File: src/rtl/sram_fifo_ctrl.sv
// sram_fifo_ctrl
// Show-ahead FIFO controller that uses one 1rw/1r1w-style SRAM macro
// (write port 0, read port 1) as 32-entry backing storage. A two-entry
// output buffer absorbs the macro's one-cycle read latency so that the
// consumer sees a word on pop_data in the same cycle pop_valid rises and
// both push and pop can sustain one word per clock.
//
// Occupancy accounting:
//   mem_cnt  words written to the macro but not yet read out
//   rd_pend  one macro read in flight (data arrives next edge)
//   ob_cnt   words held in the output buffer, ob[0] is the head
// The read-issue rule keeps ob_cnt + rd_pend <= 2, so a returning read
// always has a free output-buffer slot to land in.

module sram_fifo_ctrl #(
  parameter int DATA_WIDTH = 22,
  parameter int ADDR_WIDTH = 5,
  parameter int DEPTH      = 1 << ADDR_WIDTH
) (
  input  logic                  clk,
  input  logic                  rst,

  // producer side
  input  logic                  push_valid,
  output logic                  push_ready,
  input  logic [DATA_WIDTH-1:0] push_data,

  // consumer side
  output logic                  pop_valid,
  input  logic                  pop_ready,
  output logic [DATA_WIDTH-1:0] pop_data,

  // total words held (macro + in-flight read + output buffer)
  output logic [ADDR_WIDTH:0]   count,

  // macro write port 0
  output logic                  csb0,
  output logic [ADDR_WIDTH-1:0] addr0,
  output logic [DATA_WIDTH-1:0] din0,

  // macro read port 1
  output logic                  csb1,
  output logic [ADDR_WIDTH-1:0] addr1,
  input  logic [DATA_WIDTH-1:0] dout1
);

  // Pointers carry one extra wrap bit so that full (difference == DEPTH)
  // and empty (difference == 0) are distinguishable.
  localparam int PW = ADDR_WIDTH + 1;
  localparam logic [PW-1:0] DEPTH_P = PW'(DEPTH);
  localparam int OB_SLOTS = 2;

  // ------------------------------------------------------------------
  // State
  // ------------------------------------------------------------------
  logic [PW-1:0]                      wptr_reg;
  logic [PW-1:0]                      wptr_next;
  logic [PW-1:0]                      rptr_reg;
  logic [PW-1:0]                      rptr_next;
  logic                               rd_pend_reg;
  logic                               rd_pend_next;
  logic [1:0]                         ob_cnt_reg;
  logic [1:0]                         ob_cnt_next;
  logic [OB_SLOTS-1:0][DATA_WIDTH-1:0] ob_reg;
  logic [OB_SLOTS-1:0][DATA_WIDTH-1:0] ob_next;

  // ------------------------------------------------------------------
  // Per-cycle decisions
  // ------------------------------------------------------------------
  logic [PW-1:0] mem_cnt;     // words resident in the macro
  logic          push_fire;
  logic          pop_fire;
  logic          rd_issue;
  logic [1:0]    ob_kept;     // buffer words left after this cycle's pop
  logic [1:0]    ob_occ;      // buffer words + in-flight read after the pop

  // Handshakes and read-issue decision, all from registered state plus
  // the current-cycle valid/ready inputs.
  always_comb begin
    mem_cnt    = wptr_reg - rptr_reg;

    // push_ready never looks at pop_ready: a full FIFO refuses the push
    // even if a pop frees a slot in the same cycle.
    push_ready = !rst && (mem_cnt != DEPTH_P);
    push_fire  = push_valid && push_ready;

    pop_valid  = (ob_cnt_reg != 2'd0);
    pop_fire   = pop_valid && pop_ready;

    // pop_fire implies ob_cnt_reg >= 1, so this cannot underflow.
    ob_kept    = ob_cnt_reg - {1'b0, pop_fire};
    ob_occ     = ob_kept + {1'b0, rd_pend_reg};

    // Only read when the returning word is guaranteed a buffer slot.
    // mem_cnt is built from the registered wptr, so a word written this
    // cycle is never read back in the same cycle.
    rd_issue   = !rst && (mem_cnt != '0) && (ob_occ < 2'd2);
  end

  // Next-state for pointers and counters.
  always_comb begin
    wptr_next    = wptr_reg + PW'(push_fire);
    rptr_next    = rptr_reg + PW'(rd_issue);
    rd_pend_next = rd_issue;
    // A pending read always lands, so occupancy after this edge is the
    // kept words plus the word arriving from the macro.
    ob_cnt_next  = ob_occ;
  end

  // ------------------------------------------------------------------
  // Output buffer slot update: shift on pop first, then drop the
  // returning macro word into the first free slot.
  // ------------------------------------------------------------------
  genvar gi;
  generate
    for (gi = 0; gi < OB_SLOTS; gi++) begin : g_ob
      logic [DATA_WIDTH-1:0] shifted;

      if (gi < OB_SLOTS - 1) begin : g_shift
        assign shifted = pop_fire ? ob_reg[gi+1] : ob_reg[gi];
      end else begin : g_tail
        // The tail slot keeps its old value; after a pop it is simply
        // outside ob_cnt and is overwritten by the next capture.
        assign shifted = ob_reg[gi];
      end

      assign ob_next[gi] = (rd_pend_reg && (ob_kept == 2'(gi))) ? dout1 : shifted;
    end
  endgenerate

  // State registers; reset abandons any in-flight read and leaves the
  // macro contents stale but unreachable.
  always_ff @(posedge clk) begin
    if (rst) begin
      wptr_reg    <= '0;
      rptr_reg    <= '0;
      rd_pend_reg <= 1'b0;
      ob_cnt_reg  <= 2'd0;
      ob_reg      <= '0;
    end else begin
      wptr_reg    <= wptr_next;
      rptr_reg    <= rptr_next;
      rd_pend_reg <= rd_pend_next;
      ob_cnt_reg  <= ob_cnt_next;
      ob_reg      <= ob_next;
    end
  end

  // ------------------------------------------------------------------
  // Outputs
  // ------------------------------------------------------------------
  // Macro port drive; address and data follow the pointers even when the
  // chip selects are idle, which keeps the port logic free of muxes.
  always_comb begin
    csb0  = !push_fire;
    addr0 = wptr_reg[ADDR_WIDTH-1:0];
    din0  = push_data;

    csb1  = !rd_issue;
    addr1 = rptr_reg[ADDR_WIDTH-1:0];
  end

  // Consumer view and total occupancy.
  always_comb begin
    pop_data = ob_reg[0];
    count    = mem_cnt + PW'(rd_pend_reg) + PW'(ob_cnt_reg);
  end

endmodule

File: config.mk
export PLATFORM = sky130hd
export DESIGN_NAME = sram_fifo_ctrl
export DESIGN_NICKNAME = d
export VERILOG_FILES = /design/src/rtl/sram_fifo_ctrl.sv
export SDC_FILE = /design/constraint.sdc
export NUM_CORES = 1
export LEC_CHECK = 0
export CORE_ASPECT_RATIO = 0.9
export CORE_MARGIN = 2
export CORE_UTILIZATION = 44
export CTS_CLUSTER_DIAMETER = 40
export CTS_CLUSTER_SIZE = 20
export DETAILED_ROUTE_END_ITERATION = 10
export PLACE_DENSITY = 0.8
export SLEW_MARGIN = 20
export SYNTH_ARGS = -nofsm -noshare
export SYNTH_HDL_FRONTEND = slang
export SYNTH_SLANG_ARGS = --single-unit
File: constraint.sdc
create_clock -name clk -period 3.6 [get_ports clk]
set_input_delay 0.36 -clock clk [delete_from_list [all_inputs] [get_ports clk]]
set_output_delay 0.36 -clock clk [all_outputs]
set_load 0.01 [all_outputs]
==> results.txt <==
Setup ws final: 0.181 ns
Met3 usage: 0.0404
Number of port buffers: 67
GR Layer Usage met1: 0.205
Root Buffer: clkbuf_8
Routed WL per cell: 13.4 um
Synth area leaders: dfxtp_1 40%, buf_4 8.6%, mux2i_1 7.4%
Post-detail-place hpwl: 4370 um
Worst-path cell chain: inv_1 -> ha_1 -> fa_1 -> xor2_2 -> inv_1 -> nor3_2 -> or3b_1 -> o21ai_0 -> clkdlybuf4s50_1
Synth Instances: 341
Achievable Freq: 292 MHz
CTS tree: done
Final GP Congestion: 0.863
Setup bufs post-CTS: 0
Ys flop type: dfxtp_1
GR Util met2: 0.301
Overall power: 2.84 mW
Count leader, synth: dfxtp_1
Vias in the first global route: 2241
Post-Synth Simple-Gate Area: 0.156
Max-Cap Viols: 0
Crit path kind: flip-flop to output pin
Final Routed Wirelength: 6300 um
Worst-Margin Slew: 0.531 ns
Die area: 7410 um2
Design area: 3700 um2
Post-layout minimum cycle time: 3.42 ns
Flops & latches, synth: 59
First-pass GRT wire length: 10200 um
Layout cell share with drive strength beyond 1: 0.0711
# nets final: 438
Synthesis-to-layout area growth: 25.0%
Antenna viol nets, final: 0
PD cells: 768 nW/um2
Fin. Hold Viols: 0
Vias per inst: 4.99
RSZ-0062 raised after global routing: false
Post-synth EDFFs: 0
Total gr overflow: 0
CP Data Required Time: 3.24 ns
CP most frequent cell: inv_1
Worst Hold Class: input port to flip-flop
Max_slew headroom: 0.645
# rows: 28
Placed instance area: 3470 um2
Final Hold Slack: 0.433 ns
Number of buffers created by CTS: 9
Utilization after layout: 0.565
Main combinational cell family by area after synthesis: simple AND/OR/NAND/NOR gates
Number of setup violations in the final report: 0
Pre-CTS setup slack: 0.513 ns
Setup TNS Final: 0 ns
Mapped Avg Cell Area: 8.69 um2
Warnings from Yosys: 0
CP Max Fanout: 4
1st-iter DRT viols: 89
Synth top area share: 0.399
Crit-path slowest cell: clkdlybuf4s50_1
VDD IR max: 327 uV
Crit start category: flip-flop
Starting Density: 0.452
XOR/XNOR share of the synthesized area: 0.0532
Yosys cell types: 30
GRT Resource Usage Total: 0.175
Most crowded layer after global routing: met2
IO Pins: 112
Adder-cell share of the synthesized area: 0.0709
CP peak stage delay: 0.55 ns
Mux contribution to synthesized area: 0.0743
Non-filler instance count after layout: 470
Critical path data arrival time: 3.06 ns
Post-synthesis compound-gate area fraction: 0.125
CTS Sinks: 59
First-pass detailed-route iteration total: 4
CTS max path bufs: 2
Status: complete, no violations
Final-report max-slew violation count: 0
Die Y: 81.9 um
Die width: 90.5 um
Fin Clk Skew: 0.00783 ns
Leak pwr: 1.51 nW
Synth area leader: dfxtp_1
Placed Cells: 454
DRC violations left: 0
Period utilization: 0.950
Clock-pin slew on the worst setup and hold paths: 0.07 ns
Total core area: 6550 um2
Via Count: 2347
Share of flip-flops with an asynchronous set or reset: 0
Largest net degree at the start of global routing: 45
Clock latency at the later pin of the worst-skew pair: 0.33 ns
Syn Std Cell Area: 2960 um2
Worst setup EP type: output pin
H-Tree Depth: 3
Syn nets: 404
Register area share after synthesis: 0.399
N_diodes: 0
Initial antenna violation count: 0
Top post-synthesis cells by count: 59 x dfxtp_1, 47 x nand2_1, 35 x nor2_1
-- final timing paths --
kind                       from  cells past startpoint                 end  slack, ns
min                         rst                      2       ob_cnt_reg[0]       0.43
max                 wptr_reg[0]                      9                csb0       0.18
max reg2reg         wptr_reg[0]                     13         rptr_reg[5]       0.47
min reg2reg  g_ob[1].shifted[1]                      2  g_ob[1].shifted[1]       0.45
-- logic make-up (layout without fill, tap and decap cells) --
group                    count (synthesis)  count (layout)
adder cells (fa/ha/maj)                 15              15
buffers and inverters                   62             101
AO/OA/AOI/OAI                           57              57
AND/OR/NAND/NOR                        108             108
multiplexers                            22              22
flip-flops                              59              59
XOR/XNOR                                18              18
-- repair_timing --
action / 4_1_cts / 5_1_grt
setup endpoints to repair: 0 / 1
gates resized for setup: 0 / 1
hold buffers: 0 / 0
-- area by class of cell --
type | instances | area [um2]
multi-input cells | 220 | 1430
flip-flops and latches | 59 | 1180
clock buffers | 13 | 179
inverters | 13 | 48.8
clock inverters | 3 | 43.8
well taps | 90 | 113
repair buffers | 72 | 703
fillers | 615 | 2850
-- where the power goes --
part	total, mW	switching [mW]	internal (mW)
logic	1.27	0.619	0.648
registers	0.922	0.102	0.820
clock network	0.655	0.259	0.395
-- worst max-delay path: cells and delay by family, from the launching register on --
kind                     cells  cell delay [ns]
AO/OA/AOI/OAI                1             0.16
XOR/XNOR                     1             0.23
adder cells (fa/ha/maj)      2             0.65
buffers and inverters        3             0.69
flip-flops                   1             0.35
AND/OR/NAND/NOR              2             0.64
-- cells in the final DEF (no fill, tap or decap), types with 2 or more instances in the layout --
master	instances
ha_1	12
o21a_1	2
nand2_1	47
and2_1	2
nand3_1	7
clkbuf_8	13
fa_1	3
dfxtp_1	59
xor2_1	6
buf_4	5
a311oi_1	2
xnor2_1	11
o21ai_0	3
a211oi_1	22
nor3_1	3
inv_1	13
nor2_1	35
mux2i_1	22
clkdlybuf4s50_1	66
nor2b_1	7
a21oi_1	24
-- routing by layer --
metal / vias to the layer above / wire length, um / part of all wire
met5: - / 0 / 0
met4: 0 / 116 / 0.018
met1: 1114 / 2870 / 0.46
met3: 12 / 233 / 0.037
met2: 49 / 3080 / 0.49
li1: 1172 / - / -
No activity file was read; power rests on OpenSTA's default activity.
